[config.mk]
export PLATFORM = sky130hd
export DESIGN_NAME = ask4_stim_src
export DESIGN_NICKNAME = d
export VERILOG_FILES = /design/src/rtl/stim_pkg.sv /design/src/rtl/prbs15_2step.sv /design/src/rtl/ask4_stim_src.sv
export SDC_FILE = /design/constraint.sdc
export NUM_CORES = 1
export LEC_CHECK = 0
export CAP_MARGIN = 15
export CORE_ASPECT_RATIO = 1.5
export CORE_MARGIN = 1
export CORE_UTILIZATION = 35
export CTS_BUF_LIST = sky130_fd_sc_hd__clkbuf_4
export CTS_CLUSTER_SIZE = 16
export DETAILED_ROUTE_END_ITERATION = 8
export SKIP_LAST_GASP = 1
export SLEW_MARGIN = 20
export SYNTH_ARGS = -nofsm -noshare
export SYNTH_HDL_FRONTEND = slang
export SYNTH_HIERARCHICAL = 1
export SYNTH_SLANG_ARGS = --single-unit
[constraint.sdc]
create_clock -name clk -period 2 [get_ports clk]
set_clock_uncertainty 0.2 [all_clocks]
set_input_delay 0.4 -clock clk [delete_from_list [all_inputs] [get_ports clk]]
set_output_delay 0.4 -clock clk [all_outputs]
set_load 0.05 [all_outputs]
[src/rtl/stim_pkg.sv]
// Shared types, 4-ASK levels and PRBS15 helpers for the 4-ASK stimulus source.
package stim_pkg;

    localparam int PRBS_W      = 15;
    localparam int PRBS_TAP_HI = 14;
    localparam int PRBS_TAP_LO = 13;

    typedef logic signed [17:0] sample_t;

    localparam sample_t LVL_P3 =  18'sd98304;
    localparam sample_t LVL_P1 =  18'sd32768;
    localparam sample_t LVL_M1 = -18'sd32768;
    localparam sample_t LVL_M3 = -18'sd98304;

    // Gray-coded symbol to 1s17 amplitude level.
    function automatic sample_t map_ask4(input logic [1:0] sym);
        sample_t lvl;
        case (sym)
            2'b00:   lvl = LVL_M3;
            2'b01:   lvl = LVL_M1;
            2'b11:   lvl = LVL_P1;
            2'b10:   lvl = LVL_P3;
            default: lvl = 18'sd0;
        endcase
        return lvl;
    endfunction

    // One Fibonacci step of x^15+x^14+1; the new bit enters at bit 0.
    function automatic logic [PRBS_W-1:0] prbs_step(input logic [PRBS_W-1:0] s);
        return {s[PRBS_W-2:0], s[PRBS_TAP_HI] ^ s[PRBS_TAP_LO]};
    endfunction

endpackage

[src/rtl/prbs15_2step.sv]
// PRBS15 register that advances two steps per symbol and presents the next
// 2-bit symbol combinationally from the current state.
module prbs15_2step
    import stim_pkg::*;
#(
    parameter logic [PRBS_W-1:0] SEED = 15'h0001
) (
    input  logic       clk,
    input  logic       reset,
    input  logic       i_adv,
    output logic [1:0] o_sym
);

    logic [PRBS_W-1:0] r_lfsr;
    logic [PRBS_W-1:0] w_step1;
    logic [PRBS_W-1:0] w_step2;

    // Two chained steps; the symbol is {first new bit, second new bit}.
    always_comb begin
        w_step1 = prbs_step(r_lfsr);
        w_step2 = prbs_step(w_step1);
        o_sym   = {w_step1[0], w_step2[0]};
    end

    // LFSR state; an all-zero state would lock up, so it is forced back to 1.
    always_ff @(posedge clk) begin
        if (reset) begin
            r_lfsr <= SEED;
        end else if (r_lfsr == {PRBS_W{1'b0}}) begin
            r_lfsr <= 15'h0001;
        end else if (i_adv) begin
            r_lfsr <= w_step2;
        end else begin
            r_lfsr <= r_lfsr;
        end
    end

endmodule

[src/rtl/ask4_stim_src.sv]
// PRBS-driven 4-ASK symbol source upsampled by N_SPS for the sine_filt input.
// Optional macro STIM_HOLD_EN: sample-and-hold upsampling instead of zero-stuffing.
module ask4_stim_src
    import stim_pkg::*;
#(
    parameter int                N_SPS = 4,
    parameter logic [PRBS_W-1:0] SEED  = 15'h0001
) (
    input  logic       clk,
    input  logic       reset,
    input  logic       en,
    output sample_t    x_out,
    output logic       sym_strobe,
    output logic [1:0] sym_bits
);

    localparam int PW = (N_SPS > 1) ? $clog2(N_SPS) : 1;

    logic [PW-1:0] r_phase;
    logic [PW-1:0] w_phase_nxt;
    logic          w_sym_start;
    logic          w_adv;
    logic [1:0]    w_sym;
    sample_t       w_fill;
    sample_t       r_x;
    logic          r_strobe;
    logic [1:0]    r_sym_bits;

    prbs15_2step #(
        .SEED (SEED)
    ) u_prbs (
        .clk   (clk),
        .reset (reset),
        .i_adv (w_adv),
        .o_sym (w_sym)
    );

    // Phase wrap, symbol-start decode and the between-symbol fill value.
    always_comb begin
        w_phase_nxt = r_phase + PW'(1);
        if (r_phase == PW'(N_SPS - 1)) begin
            w_phase_nxt = {PW{1'b0}};
        end else begin
            w_phase_nxt = r_phase + PW'(1);
        end
        w_sym_start = (r_phase == {PW{1'b0}});
        w_adv       = en & w_sym_start;
`ifdef STIM_HOLD_EN
        w_fill      = map_ask4(r_sym_bits);
`else
        w_fill      = 18'sd0;
`endif
    end

    // Phase counter and output registers; en=0 freezes everything but the strobe.
    always_ff @(posedge clk) begin
        if (reset) begin
            r_phase    <= {PW{1'b0}};
            r_x        <= 18'sd0;
            r_strobe   <= 1'b0;
            r_sym_bits <= 2'b00;
        end else if (en) begin
            r_phase <= w_phase_nxt;
            if (w_sym_start) begin
                r_x        <= map_ask4(w_sym);
                r_strobe   <= 1'b1;
                r_sym_bits <= w_sym;
            end else begin
                r_x        <= w_fill;
                r_strobe   <= 1'b0;
                r_sym_bits <= r_sym_bits;
            end
        end else begin
            r_phase    <= r_phase;
            r_x        <= r_x;
            r_strobe   <= 1'b0;
            r_sym_bits <= r_sym_bits;
        end
    end

    assign x_out      = r_x;
    assign sym_strobe = r_strobe;
    assign sym_bits   = r_sym_bits;

endmodule

==> results of run 1 <==
## sequential cells by signal, indices dropped and copies added (netlist names)
signal	flops
r_phase	2
sym_bits	2
sym_strobe	1
u_prbs/r_lfsr	15
x_out	3
## synth_stat cells, drive strengths merged
library cell | n | area [um^2]
nor3 | 3 | 15.0
nand2b | 4 | 25.0
or3 | 1 | 6.26
ha | 6 | 75.1
nand3 | 3 | 15.0
conb | 1 | 3.75
clkbuf | 2 | 7.51
inv | 6 | 22.5
o211ai | 1 | 7.51
dfxtp | 23 | 460
and4 | 1 | 10.0
and2 | 1 | 6.26
a21oi | 6 | 30.0
buf | 18 | 136
a21bo | 2 | 20.0
nor2 | 14 | 52.6
nor4b | 1 | 8.76
xor2 | 1 | 8.76
a2111oi | 1 | 15.0
nor4 | 2 | 12.5
mux2 | 1 | 15.0
mux2i | 14 | 140
nand2 | 1 | 3.75
or3b | 1 | 8.76
## final cells by class
| cell class | count | area [um^2] | area share |
|---|---|---|---|
| clock buffers | 4 | 30.0 | 0.0253 |
| inverters | 6 | 22.5 | 0.0189 |
| multi-input cells | 79 | 532 | 0.447 |
| flip-flops and latches | 23 | 460 | 0.387 |
| well taps | 39 | 48.8 | 0.0411 |
| repair buffers | 12 | 95.1 | 0.0800 |
## critical path, stage by stage (launching register included)
cell	delay (ns)
dfxtp_1	0.40
inv_1	0.07
ha_1	0.27
and2_1	0.21
mux2_4	0.29
or3_1	0.30
## routing by layer
layer / vias up / global-route usage / part of all wire
met4: 0 / 0.0463 / 0
met5: - / 0 / 0
met2: 12 / 0.209 / 0.56
met1: 342 / 0.152 / 0.41
met3: 0 / 0.0332 / 0.032
li1: 368 / - / -
## worst max path at each step
| stage | cells past startpoint | startpoint | slack (ns) | endpoint |
|---|---|---|---|---|
| floorplan | 6 | r_phase[0] | 0.17 | u_prbs/r_lfsr[0] |
| global placement | 4 | en | 0.06 | u_prbs/r_lfsr[0] |
| detailed placement | 4 | en | 0.05 | u_prbs/r_lfsr[0] |
| CTS | 5 | r_phase[0] | 0.15 | u_prbs/r_lfsr[0] |
| global route | 5 | r_phase[0] | 0.1 | u_prbs/r_lfsr[0] |
| finish | 5 | r_phase[0] | 0.16 | u_prbs/r_lfsr[0] |
## power groups by stage
stage	Clock (mW)	Combinational, mW	Sequential (mW)
after CTS	0.238	0.202	0.491
after detailed placement	0	0.202	0.501
final	0.222	0.201	0.491
after global routing	0.254	0.217	0.494
after global placement	0	0.199	0.500
after floorplan	0	0.171	0.520
## cell families (layout without fill, tap and decap cells)
group	Yosys count	count (layout)	synth area share
AO/OA/AOI/OAI	10	10	0.0656
other	1	15	0.00339
adder cells (fa/ha/maj)	6	6	0.0679
AND/OR/NAND/NOR	32	32	0.148
buffers and inverters	26	22	0.150
flip-flops	23	23	0.416
multiplexers	15	15	0.140
XOR/XNOR	1	1	0.00792
## metrics by stage
step / cells / hold slack [ns] / util
after floorplan: 128 / 0.274 / -
after global placement: 159 / 0.256 / 0.394
after detailed placement: 159 / 0.267 / 0.394
after CTS: 163 / 0.288 / 0.404
after global routing: 163 / 0.317 / 0.404
final: 163 / 0.282 / 0.404
==> impl_summary.md, run 1 <==
Status
The run finished with clean final reports.

Worst setup path
Along the worst path, the maximum fanout reaches 6. STA classifies the critical path endpoint as a flip-flop. The worst register-to-register path ends at u_prbs/r_lfsr[0]. At the worst endpoint, the arrival time is 1.84 ns. The worst setup path is of the flip-flop to flip-flop kind. STA classifies the critical path startpoint as a flip-flop. The reg-to-reg startpoint is r_phase[0]. Data on the critical path is required at its endpoint by approximately 2.0 ns. The setup slack of the worst register-to-register path is 0.16 ns. The path depth of the worst reg2reg path is 5.

Pwr
The power dissipated by switching net loads is 286 uW. The peak supply drop is 370 uV. The power share of the combinational group is 0.220. Total power for the finished layout comes to ~910 uW. Of the total power, the share spent switching nets is 0.313. The share of total power dissipated in the clock network is 0.243. The sequential power share is 0.537. The leakage power of the design is 0.511 nW. The internal portion of the total power is 628 uW. In this run the power density over the cells is 769 mW/mm^2.

STA
In the post-route analysis, the smallest setup slack over all paths is 0.161 ns. The final period utilization is 0.920. The post-layout minimum cycle time is 1.84 ns. After routing, the total negative slack on setup checks comes to 0 ns.

The final-report hold violation count was 0. Setup repair after global routing left no endpoint under its margin. The final count of pins violating max slew is 0. The highest achievable clock rate is 544 MHz. Setup violations remaining at the end of the flow were counted as 0.

Logic synthesis
The flip-flop and latch count after synthesis is 23. The cell area after synthesis is 0.00111 mm^2. In this run the mean area of a mapped cell was 9.70 um^2. For this run, the register share of the synthesized area comes to 0.416. The number of instances in the synthesized netlist is 114. The warning count from the yosys run is 6.

Synthesis instantiated 26 different standard cells from the library.

Floorplan
The die is 70.9 um tall. The floorplan step defined a die boundary enclosing between 0.003 and 0.004 mm^2. The die span in x is 47.9 um.

The floorplan step defined a core boundary enclosing 0.00294 mm^2. The initialized floorplan defines 24 standard-cell rows. The initial standard-cell utilization of the core is 0.376.

Pin placement for this block handled 24 I/O pins.

CTS
The CTS tree is built. The number of clock sinks is 23. The number of gates resized after CTS is 0.

The clock passes through at most 2 buffers. The later-pin clock latency in the skew report is around 0.30 ns. Clock tree synthesis inserted a total of 3 buffers. In this run the post-CTS setup repair buffer count came out at 0.

The clock root buffer is clkbuf_4. The number of H-tree branching levels is 1. The clock transition time at the flip-flop clock pins of the worst setup and hold paths is 0.12 ns. The number of hold buffers added after CTS was 0.

Placed design
Routability-driven placement finished with a final weighted congestion of around 0.75. OpenSTA, run right after detailed placement, puts the worst setup slack at 0.0531 ns. Summing all placed instances gives a cell area of 0.00116 mm^2.

In this run the tool buffered the top-level ports with 8 buffer cells. The detailed-placement wirelength estimate is 1.34 mm.

Worst hold path
The end of the worst hold path is x_out[16]. The worst min-delay path category is flip-flop to flip-flop. Counting instances, the worst hold path has a depth of 2. In this run the most critical hold path is launched from x_out[16].

Cells and area
The fill cell instance count of the final layout is 315. The most common library cell in the layout ignoring fill and taps is dfxtp_1. The post-layout net count is 134. In the layout the commonest cells are 23 x dfxtp_1, 15 x conb_1, 14 x mux2i_1, 14 x nor2_1, 10 x buf_4. Once layout is done, the placed cells without fillers occupy around 0.0012 mm^2.

The area added between synthesis and finish is 7.47%. The fraction of final layout cells with drive strength greater than 1 is 0.153. The number of antenna diodes in the final layout is 0.

GRT
The via count of the first global-routing pass is 721. The number of antenna violations at the first check in global routing was 0. Entering global routing, the biggest net connects 16 pins. The total congestion overflow after global routing is 0. The global router's overall resource usage is 0.127. The first global-routing pass estimated 3.18 mm of wire.

Detailed routing
The aggregate routed wire length is roughly 1.8 mm. The average routed wire per standard cell is between 10 and 15 um. The number of design-rule violations left by the first detailed-router iteration is 11.

The post-detailed-route count of antenna-violating nets is 0. The via count of the routed design is 722. After detailed routing, the number of vias per cell comes to ~4.4.

The first-pass iteration count of the detailed router is 4. The count of unresolved DRC violations after routing is 0.

Run
Max-cap violations in this run came to 0.
Note: power is estimated with default switching activity, not from simulation.
==> inputs of run 2 (changes only) <==
- CORE_ASPECT_RATIO: 1.5 -> unset
==> run 2 against run 1 <==
Non-clock buffer count did not move; register-to-register slack about the same; hold slack worse by 0.0062 ns; combinational power about the same; first-iteration DRC count increased by 110%; global-route usage decreased by 1.9 points; fmax rose by 0.62%; critical path type unchanged; largest power group unchanged.
==> impl_summary.md, run 2 (synthesis gave the netlist of run 1 again) <==
Status
Outcome: completed (unchanged).

Cells and area
The area added between synthesis and finish is 8.03% (was 7.47%). The post-layout net count was 134 (unchanged). The most common library cell in the layout ignoring fill and taps was dfxtp_1 (unchanged). The final cell utilization of the core is 0.395 (was 0.404). The largest register by flop count is u_prbs/r_lfsr (unchanged). The cell area after layout came to 0.00119 mm^2 (about the same). The antenna diode count is 0 (unchanged).

The fill cell instance count of the final layout is 320 (was 315). The number of flip-flops under the largest register name came to 15 (unchanged). The fraction of final layout cells with drive strength greater than 1 is 0.153 (unchanged). Commonest non-fill, non-tap cells in the layout: 23 x dfxtp_1, 15 x conb_1, 14 x mux2i_1, 14 x nor2_1, 10 x buf_4 (unchanged).

Worst setup path
The startpoint type of the worst setup path was a flip-flop (unchanged). The highest net fanout along the worst path is 6 (unchanged). The critical path data required time is 2.01 ns (was 2.00 ns).

The worst endpoint data arrival time is 1.84 ns (about the same). The start-to-end type of the worst setup path is flip-flop to flip-flop (unchanged). The kind of end point of the critical path was a flip-flop (unchanged).

CTS
The setup fix buffers added after clock tree synthesis is 0 (unchanged). The CTS tree is built (unchanged). The number of buffers added by the clock tree synthesis step was 3 (unchanged). The later-pin clock latency in the skew report is 0.31 ns (was 0.30 ns). The number of H-tree branching levels was 1 (unchanged). The clock transition time at the flip-flop clock pins of the worst setup and hold paths came to 0.13 ns (was 0.12 ns).

The number of clock sinks is 23 (unchanged). The total of hold buffers inserted after clock tree synthesis was 0 (unchanged). The number of gates resized after CTS is 0 (unchanged). The clock root buffer was clkbuf_4 (unchanged).

The maximum root-to-sink buffer count is 2 (unchanged).

Detailed routing
The vias per cell is 4.30 (was 4.43). The aggregate routed wire length came to 1.71 mm (was 1.79 mm). The post-detailed-route count of antenna-violating nets is 0 (unchanged). The first-pass iteration count of the detailed router was 4 (unchanged). The number of design-rule violations left by the first detailed-router iteration is 23 (was 11).

The via count of the routed design came to 723 (was 722). The average routed wire per standard cell is 10.2 um (was 11.0 um). The count of unresolved DRC violations after routing was 0 (unchanged).

GRT
The total congestion overflow after global routing came to 0 (unchanged). The via count of the first global-routing pass is 648 (was 721). The global-route wire length before repair is 2.82 mm (was 3.18 mm).

The largest net degree at the start of global routing is 16 (unchanged). The number of antenna violations at the first check in global routing is 0 (unchanged). The global router's overall resource usage is 0.109 (was 0.127).

Pwr
The total chip power was 920 uW (was 914 uW). The leakage power of the design is 0.511 nW (unchanged). The power per unit of standard cell area is 770 mW/mm^2 (was 769 mW/mm^2). The peak supply drop came to 433 uV (was 370 uV).

STA
The number of failing setup endpoints in the final timing report is 0 (unchanged). The setup total negative slack is 0 ns (unchanged). The final-report hold violation count is 0 (unchanged). The post-layout minimum cycle time is 1.83 ns (was 1.84 ns). The highest achievable clock rate came to 547 MHz (was 544 MHz).

The final period utilization came to 0.914 (was 0.920). The worst hold margin is 0.276 ns (was 0.282 ns). The final count of pins violating max slew was 0 (unchanged). Unrepaired setup endpoints after global routing: no (unchanged).

Floorplan
The initial standard-cell utilization of the core is 0.365 (was 0.376). The die height is 58.2 um (was 70.9 um). The total number of placement rows is 20 (was 24).

The total I/O pin count is 24 (unchanged). The area of the core came to 0.00303 mm^2 (was 0.00294 mm^2). The die area is 0.00339 mm^2 (about the same).

The die span in x was 58.2 um (was 47.9 um).

Worst hold path
The worst min-delay path category is flip-flop to flip-flop (unchanged).

Placed design
The count of port buffers added during placement is 8 (unchanged). The area of placed instances is 0.00116 mm^2 (about the same). The final estimated routing congestion in global placement is 0.739 (was 0.748).

The detailed-placement wirelength estimate is 1.29 mm (was 1.34 mm).

Run
The max-capacitance violation count is 0 (unchanged).
run 2: per-layer routing:
| layer | wire, um | GRT usage | vias to the layer above | part of all wire |
|---|---|---|---|---|
| li1 | - | - | 368 | - |
| met1 | 815 | 0.141 | 331 | 0.48 |
| met2 | 818 | 0.172 | 24 | 0.48 |
| met3 | 77 | 0.0357 | 0 | 0.045 |
| met4 | 0 | 0.0306 | 0 | 0 |
| met5 | 0 | 0 | - | 0 |
run 2: cell type report:
| class | instances | area [um^2] | area share |
|---|---|---|---|
| tap | 44 | 55.1 | 0.0461 |
| inverter | 6 | 22.5 | 0.0188 |
| timing repair buffer | 12 | 95.1 | 0.0796 |
| sequential | 23 | 460 | 0.385 |
| clock buffer | 4 | 30.0 | 0.0251 |
| multi-input combinational | 79 | 532 | 0.445 |
run 2: where the power goes:
group          switching [mW]  internal, mW
clock                   0.138        0.0915
sequential             0.0137         0.477
combinational           0.140        0.0594
run 2: path summary, 6_finish.rpt:
kind                    from          endpoint  slack [ns]  depth (start not counted)
hold reg to reg    x_out[16]         x_out[16]        0.28                          2
hold / removal     x_out[16]         x_out[16]        0.28                          2
setup reg to reg  r_phase[0]  u_prbs/r_lfsr[0]        0.17                          5
setup / recovery  r_phase[0]  u_prbs/r_lfsr[0]        0.17                          5
run 2: worst max-delay path: stages (launching register included):
cell and delay (ns):
dfxtp_1 0.39, inv_1 0.08, ha_1 0.27, and2_1 0.21, mux2_4 0.29, or3_1 0.30
run 2: metrics by stage:
stage / setup WS, ns / cells
2_1_floorplan: 0.165 / 128
3_3_place_gp: 0.0613 / 164
3_5_place_dp: 0.0242 / 164
4_1_cts: 0.158 / 168
5_1_grt: 0.114 / 168
6_report: 0.172 / 168
